File: src/rtl/cache_wb_buffer.sv
// Write-back buffer: queues evicted dirty lines and drains them in order as
// one address phase, a fixed-length beat burst and a write response.
`timescale 1ns/1ps
module cache_wb_buffer #(
  parameter int unsigned ADDR_WIDTH = 32,
  parameter int unsigned LINE_WIDTH = 256,
  parameter int unsigned BEAT_WIDTH = 64,
  parameter int unsigned DEPTH      = 2
) (
  input  logic                  clk,
  input  logic                  rstn,
  input  logic                  evict_valid,
  output logic                  evict_ready,
  input  logic [ADDR_WIDTH-1:0] evict_addr,
  input  logic [LINE_WIDTH-1:0] evict_data,
  output logic                  mem_aw_valid,
  input  logic                  mem_aw_ready,
  output logic [ADDR_WIDTH-1:0] mem_aw_addr,
  output logic                  mem_w_valid,
  input  logic                  mem_w_ready,
  output logic [BEAT_WIDTH-1:0] mem_w_data,
  output logic                  mem_w_last,
  input  logic                  mem_b_valid,
  output logic                  mem_b_ready,
  input  logic [ADDR_WIDTH-1:0] lookup_addr,
  output logic                  lookup_hit,
  output logic                  empty
);

  localparam int unsigned BEATS = LINE_WIDTH / BEAT_WIDTH;
  localparam int unsigned OFS   = $clog2(LINE_WIDTH / 8);
  localparam int unsigned PW    = $clog2(DEPTH);
  localparam int unsigned CW    = $clog2(DEPTH + 1);
  localparam int unsigned BW    = $clog2(BEATS);

  typedef enum logic [1:0] {IDLE, ADDR, DATA, RESP} state_t;

  state_t                          state;
  state_t                          state_nxt;
  logic [PW-1:0]                   head;
  logic [PW-1:0]                   tail;
  logic [CW-1:0]                   count;
  logic [BW-1:0]                   beat;
  logic [DEPTH-1:0]                vld;
  logic [ADDR_WIDTH-1:0]           addr_mem [DEPTH];
  logic [BEATS-1:0][BEAT_WIDTH-1:0] data_mem [DEPTH];

  logic push;
  logic pop;
  logic aw_fire;
  logic w_fire;
  logic last_beat;
  logic unused_ofs;

  assign push      = evict_valid && evict_ready;
  assign pop       = (state == RESP) && mem_b_valid;
  assign aw_fire   = (state == ADDR) && mem_aw_ready;
  assign w_fire    = (state == DATA) && mem_w_ready;
  assign last_beat = (beat == BW'(BEATS - 1));

  // Offset bits never take part in matching or addressing.
  assign unused_ofs = ^{evict_addr[OFS-1:0], lookup_addr[OFS-1:0]};

  assign evict_ready = (count != CW'(DEPTH));
  assign empty       = (count == '0);
  assign mem_aw_addr = {addr_mem[head][ADDR_WIDTH-1:OFS], OFS'(0)};
  assign mem_w_data  = data_mem[head][beat];

  // State register
  always_ff @(posedge clk) begin
    if (!rstn) state <= IDLE;
    else       state <= state_nxt;
  end

  // Next-state logic
  always_comb begin
    state_nxt = state;
    case (state)
      IDLE:    if (count != '0) state_nxt = ADDR;
      ADDR:    if (mem_aw_ready) state_nxt = DATA;
      DATA:    if (mem_w_ready && last_beat) state_nxt = RESP;
      RESP:    if (mem_b_valid) state_nxt = IDLE;
      default: state_nxt = IDLE;
    endcase
  end

  // Output decode
  always_comb begin
    mem_aw_valid = 1'b0;
    mem_w_valid  = 1'b0;
    mem_w_last   = 1'b0;
    mem_b_ready  = 1'b0;
    case (state)
      ADDR:    mem_aw_valid = 1'b1;
      DATA: begin
        mem_w_valid = 1'b1;
        mem_w_last  = last_beat;
      end
      RESP:    mem_b_ready = 1'b1;
      default: ;
    endcase
  end

  // Queue pointers, occupancy and beat counter
  always_ff @(posedge clk) begin
    if (!rstn) begin
      head  <= '0;
      tail  <= '0;
      count <= '0;
      beat  <= '0;
      vld   <= '0;
    end else begin
      if (pop) begin
        vld[head] <= 1'b0;
        head      <= head + PW'(1);
      end
      if (push) begin
        vld[tail] <= 1'b1;
        tail      <= tail + PW'(1);
      end
      case ({push, pop})
        2'b10:   count <= count + CW'(1);
        2'b01:   count <= count - CW'(1);
        default: ;
      endcase
      if (aw_fire)     beat <= '0;
      else if (w_fire) beat <= beat + BW'(1);
    end
  end

  // Entry storage; contents are only meaningful while the valid bit is set
  always_ff @(posedge clk) begin
    if (push) begin
      addr_mem[tail] <= evict_addr;
      data_mem[tail] <= evict_data;
    end
  end

  // Miss-path probe against every buffered line, head included
  always_comb begin
    lookup_hit = 1'b0;
    for (int i = 0; i < DEPTH; i++) begin
      if (vld[i] && (addr_mem[i][ADDR_WIDTH-1:OFS] == lookup_addr[ADDR_WIDTH-1:OFS]))
        lookup_hit = 1'b1;
    end
  end

endmodule

File: config.mk
export PLATFORM = sky130hd
export DESIGN_NAME = cache_wb_buffer
export DESIGN_NICKNAME = d
export VERILOG_FILES = /design/src/rtl/cache_wb_buffer.sv
export SDC_FILE = /design/constraint.sdc
export NUM_CORES = 1
export LEC_CHECK = 0
export CAP_MARGIN = 20
export CORE_MARGIN = 5
export CORE_UTILIZATION = 56
export CTS_BUF_LIST = sky130_fd_sc_hd__clkbuf_2
export CTS_CLUSTER_DIAMETER = 30
export DETAILED_ROUTE_END_ITERATION = 16
export DONT_BUFFER_PORTS = 1
export PLACE_DENSITY = 0.75
export SYNTH_ARGS = -nofsm -noshare
export SYNTH_HDL_FRONTEND = slang
export SYNTH_SLANG_ARGS = --single-unit
File: constraint.sdc
create_clock -name clk -period 13.9 [get_ports clk]
set_input_delay 2.085 -clock clk [delete_from_list [all_inputs] [get_ports clk]]
set_output_delay 2.085 -clock clk [all_outputs]
set_load 0.01 [all_outputs]
==> results of run 1 <==
-- flip-flops by register name, summed over array words and instances (netlist names), named ones only --
| name | cells |
|---|---|
| head | 1 |
| addr_mem | 54 |
| beat | 2 |
| count | 2 |
| tail | 1 |
| state | 2 |
| vld | 2 |
| data_mem | 512 |
-- worst paths after layout --
kind / slack (ns) / from / end
max: 7.44 / flip-flop / mem_w_data[59]
min: 0.52 / count[1]$_SDFFE_PN0P_ / count[1]$_SDFFE_PN0P_
max reg2reg: 10.13 / count[0]$_SDFFE_PN0P_ / data_mem[0][35]$_DFFE_PP_
min reg2reg: 0.52 / count[1]$_SDFFE_PN0P_ / count[1]$_SDFFE_PN0P_
-- logic make-up (layout without fill, tap and decap cells) --
| group | after synthesis | count (layout) |
|---|---|---|
| adder cells (fa/ha/maj) | 7 | 7 |
| multiplexers | 220 | 220 |
| XOR/XNOR | 59 | 59 |
| AO/OA/AOI/OAI | 10 | 10 |
| other | 1 | 7 |
| flip-flops | 577 | 577 |
| AND/OR/NAND/NOR | 43 | 43 |
| buffers and inverters | 46 | 260 |
-- tightest hold or removal path: stages, from the launching register on --
cell and delay (ns):
dfxtp_1 0.34, o21ai_0 0.07, a21boi_0 0.07
-- stage by stage --
step / hold WS [ns] / std cells / worst slack, ns / utilization [%] / total power, W
5_1_grt: 0.555 / 1708 / 6.78 / 60.8 / 0.00387
6_report: 0.521 / 1708 / 7.44 / 60.8 / 0.00367
2_1_floorplan: 0.478 / 967 / 3.85 / - / 0.00260
3_3_place_gp: 0.500 / 1460 / 8.25 / 57.7 / 0.00265
4_1_cts: 0.519 / 1706 / 6.99 / 60.8 / 0.00373
3_5_place_dp: 0.503 / 1460 / 8.27 / 57.7 / 0.00267
-- placed cells by master (no fill, tap or decap), types with 2 or more instances in the layout --
cell type   synthesis  final
clkinvlp_4          0      2
clkbuf_2            0    205
and2_1              5      5
bufinv_16           0      2
xor2_1             25     25
or4_1               2      2
o21a_1              2      2
xnor2_1            34     34
clkinv_1            0     24
clkinv_2            0      5
edfxtp_1          566    566
inv_2               0      7
ha_1                7      7
diode_2             0      2
mux2_2             91     91
nor2_1              4      3
a21boi_0            2      2
conb_1              1      5
a21oi_1             2      2
nand4_1             8      8
mux4_2            128    128
inv_1               3      3
dfxtp_1            11      8
buf_4               8     10
nand2_1             7      7
dfxtp_4             0      3
nor4_1              6      6
nand3_1             4      4
nor2b_1             4      4
-- per-layer routing --
layer / vias to the layer above / track usage [%] / part of all wire (%)
met5: - / 0 / 0
met4: 0 / 7.85 / 2.5
met3: 66 / 12.1 / 12
met2: 423 / 33.0 / 52
met1: 4998 / 21.1 / 33
li1: 4330 / - / -
-- power by group through the flow --
stage	Sequential [W]	Clock, W	Combinational, W
2_1_floorplan	0.00223	0	0.000369
5_1_grt	0.00219	0.00120	0.000474
6_report	0.00217	0.00106	0.000439
3_5_place_dp	0.00222	0	0.000449
4_1_cts	0.00218	0.00110	0.000451
3_3_place_gp	0.00220	0	0.000444
-- final cells by class --
| type | count | share of cell area, % |
|---|---|---|
| flip-flops and latches | 577 | 71.4 |
| multi-input cells | 344 | 20.2 |
| clock buffers | 205 | 4.25 |
| well taps | 525 | 2.72 |
| clock inverters | 41 | 0.934 |
| repair buffers | 11 | 0.394 |
| inverters | 3 | 0.0467 |
| diodes | 2 | 0.0208 |
==> metrics.yaml, run 1 <==
holdBufCountCts: 0
cts_tree: "yes"
synth_xor_xnor_area_share_pct: 2.31
relSlewSlack_pct: 29.3
drc: 0
synthAdderAreaFrac_pct: 0.392
cts-root-buf: "clkbuf_2"
synth_cells: 963
n_fill_cell: 2777
post_cts_buffers: 0
cts.htree.levels: 4
io_pins: 429
comb_power_share_pct: 12.0
die_height_um: 210
synth_compound_area_share_pct: 0.342
drive_gt1_share_pct: 38.8
drv_slew: 0
numCtsBuffers: 141
fin_area_um2: 24100
cap_violations: 0
cp_max_fo: 46
grt_overflow: 0
cp_top_family: "buffers and inverters"
ys_ff_latch: 577
whs_path_depth: 2
wl_mm: 44.0
synth.mux.area_fraction_pct: 17.5
synthSimpleGateAreaFrac_pct: 1.07
grt_max_degree: 158
ys_seq_area_share_pct: 77.0
end_kind: "output port"
cpMaxStageDelayCell: "dfxtp_4"
synthTopCellsByCount: "edfxtp_1 (566), mux4_2 (128), mux2_2 (91), xnor2_1 (34), xor2_1 (25)"
synth_most_common_cell: "edfxtp_1"
placement_rows: 73
setup_tns_ns: 0
wl_per_cell_um: 25.8
dieArea_um2: 44000
period_minus_slack_ns: 6.46
cts_buffer_depth: 3
clock-sinks: 577
finalNetCount: 1411
grtUsageTotal_pct: 20.1
cpPeakStageDelay_ns: 0.80
arrival_ns: 4.37
p_sw_share_pct: 25.3
postRouteAntennaNets: 0
vias: 9817
drt_pass1_iterations: 4
crit_cells: 4
crit_path_frequent_cell: "buf_4"
tightest_slew_ns: 1.06
grt_pass1_wl_mm: 65.3
insertion_delay_ns: 1.08
start_util_pct: 56.4
syn_avg_cell_area_um2: 23.2
setup_violations: 0
p_switching_w: 0.000928
critPathBufInv: 2
p_int_w: 0.00274
path_clk_slew_ns: 0.11
synth_top_family_by_area: "multiplexers"
dp_hpwl_mm: 29.1
grt_pass1_vias: 10896
p_leak_nw: 7.73
drtIter0Drc: 561
crit_required_ns: 11.81
cts_resized: 0
synth.area.top_cells: "edfxtp_1 (76%), mux4_2 (13%), mux2_2 (4.6%), xnor2_1 (1.3%), dfxtp_1 (0.99%)"
synth_top_area_share_pct: 76.0
ff2ff_path_depth: 5
holdCritPathClass: "reg -> reg"
antenna_found_initial: 1
routed_via_density: 5.75
dpl_cell_area_um2: 22900
start_kind: "flip-flop"
path_cells: "buf_4 -> buf_4 -> mux4_2 -> mux2_2"
min_period_over_period_pct: 46.5
regArea_um2: 17200
multiInputGateArea_um2: 4870
peakVddDrop_uv: 143
core_um2: 39600
fmax_mhz: 155
synth-edff-count: 566
power_frac_seq_pct: 59.2
status: "finished clean"
gp_congestion: 0.780
synth_cell_types: 33
pwr-share-clk_pct: 28.8
synthArstFlopShare_pct: 0
syn_to_final_growth_pct: 7.90
netlist_area_um2: 22300
finClkSkew_ns: 0.0658
ys.flop_type: "edfxtp_1"
finalHoldViolCount: 0
synth_area_leader_cell: "edfxtp_1"
rsz0062_at_grt: "no"
ys_warn_count: 0
path_class: "reg -> out"
io_buffers: 0
p_per_area_nw_per_um2: 152
die_w_um: 210
(Power assumes the default switching activity.)
==> run 2: changes to the inputs <==
==> constraint.sdc (replaced) <==
create_clock -name clk -period 5.6 [get_ports clk]
set_input_delay 0.84 -clock clk [delete_from_list [all_inputs] [get_ports clk]]
set_output_delay 0.84 -clock clk [all_outputs]
set_load 0.01 [all_outputs]
==> run 2 against run 1 <==
Net effect:
- register-to-register slack got worse by 6.9 ns
- design area up 13%
- total power increased to 2.6 times the previous value
- critical path depth is 1 lower
- setup slack got worse by 6.0 ns
- clock power rose to 2.7 times the previous value
- global-route usage increased by 2.5 points
- sequential cell count unchanged
- core utilization grew 7.8 points
- clock skew grew 0.056 ns
- first-iteration DRC count rose by 56%
- largest cell class unchanged
- highest routed layer is now met5
==> metrics.yaml, run 2 (synthesis gave the netlist of run 1 again) <==
status: "finished clean"
routed_via_density: 5.67
peakVddDrop_uv: 267
min_period_over_period_pct: 74.8
drive_gt1_share_pct: 31.1
setup_violations: 0
rr_startpoint: "count[0]$_SDFFE_PN0P_"
wl_mm: 49.7
cpMaxStageDelayCell: "dfxtp_4"
holdCritPathClass: "in -> reg"
fmax_mhz: 239
io_buffers: 0
start_util_pct: 56.4
start_kind: "flip-flop"
relSlewSlack_pct: 34.7
grt_pass1_wl_mm: 74.8
p_per_area_nw_per_um2: 353
n_fill_cell: 2445
io_pins: 429
numCtsBuffers: 142
path_cells: "buf_12 -> mux4_2 -> mux2_2"
grtUsageTotal_pct: 22.5
crit_required_ns: 4.76
regMostFlops: "data_mem"
drtIter0Drc: 876
critPathBufInv: 1
clock-sinks: 577
gp_congestion: 0.782
path_class: "reg -> out"
path_clk_slew_ns: 0.12
arrival_ns: 3.35
drv_slew: 0
largest_reg_flops: 512
setup_tns_ns: 0
finClkSkew_ns: 0.122
ff2ff_path_depth: 3
end_kind: "output port"
dp_hpwl_mm: 28.7
die_w_um: 210
cap_violations: 0
post_cts_buffers: 0
postRouteAntennaNets: 0
finalHoldViolCount: 0
cp_top_family: "flip-flops"
cts-root-buf: "clkbuf_2"
drc: 0
wl_per_cell_um: 24.7
final_common_cell: "edfxtp_1"
grt_max_degree: 149
top_regs: "data_mem (512), addr_mem (54)"
p_leak_nw: 8.98
rsz0062_at_grt: "no"
insertion_delay_ns: 1.08
period_minus_slack_ns: 4.19
drt_pass1_iterations: 5
cp_max_fo: 74
cts_buffer_depth: 3
grt_pass1_vias: 12690
core_um2: 39600
vias: 11396
tightest_slew_ns: 0.979
final_cell_mix: "edfxtp_1 (566), dlygate4sd3_1 (288), clkbuf_2 (196)"
cts_resized: 0
grt_overflow: 0
min-delay-start: "evict_valid"
reg2reg_slack_ns: 3.22
syn_to_final_growth_pct: 21.7
whs_path_depth: 2
min_to: "data_mem[0][187]$_DFFE_PP_"
finalNetCount: 1700
r2r-end: "data_mem[1][191]$_DFFE_PP_"
die_height_um: 210
cts.htree.levels: 4
dieArea_um2: 44000
timing.hold.ws_ns: 0.212
antenna_found_initial: 7
cts_tree: "yes"
cpPeakStageDelay_ns: 0.93
placement_rows: 73
## run 2: cell types whose count changed in the layout (fill, tap and decap cells not counted), sizes merged, moves of 4 or more
cell,before,now
inv,10,6
clkinv,30,44
clkbuf,205,196
dlygate4sd3,0,288
diode,2,8
## run 2: layout make-up
cell class                      count  area [um2]  area share [%]
Inverter                            3        11.3          0.0414
Clock inverter                     57         392            1.44
Timing Repair Buffer              299        3040            11.2
Antenna cell                        8        20.0          0.0736
Multi-Input combinational cell    344        4870            17.9
Tap cell                          525         657            2.42
Clock buffer                      196         981            3.61
Sequential cell                   577       17200            63.3
## run 2: power by group
| part | internal [W] | switching [W] |
|---|---|---|
| clock | 0.00120 | 0.00166 |
| sequential | 0.00524 | 0.000163 |
| combinational | 0.000638 | 0.000698 |
## run 2: worst max path at each step
stage / startpoint / endpoint / cells after the start
floorplan: evict_valid / addr_mem[0][10]$_DFFE_PP_ / 2
global placement: beat[0]$_SDFFE_PP0P_ / mem_w_data[63] / 3
detailed placement: beat[0]$_SDFFE_PP0P_ / mem_w_data[63] / 3
CTS: beat[0]$_SDFFE_PP0P_ / mem_w_data[63] / 3
global route: beat[0]$_SDFFE_PP0P_ / mem_w_data[59] / 3
finish: beat[0]$_SDFFE_PP0P_ / mem_w_data[59] / 3
## run 2: repair_timing
action / 4_1_cts / 5_1_grt
hold buffers: 288 / 0
hold endpoints to repair: 577 / 0
endpoints found under the setup margin: 0 / 0
## run 2: per-layer routing
layer | routed length [um] | global-route usage, % | part of all wire (%)
met5 | 13 | 0 | 0.026
met1 | 17300 | 26.5 | 35
met3 | 4190 | 7.38 | 8.4
met2 | 26500 | 38.1 | 53
met4 | 1660 | 10.3 | 3.3
## run 2: per-stage QoR
step / total power [W] / setup WS [ns] / cell area [um2] / util [%] / std cells
CTS: 0.00963 / 1.26 / 27200 / 68.6 / 2001
global route: 0.0101 / 1.18 / 27200 / 68.6 / 2007
floorplan: 0.00638 / 0.0474 / 22400 / - / 967
detailed placement: 0.00663 / 2.50 / 22900 / 57.8 / 1460
global placement: 0.00658 / 2.50 / 22900 / 57.8 / 1460
finish: 0.00959 / 1.41 / 27200 / 68.6 / 2009
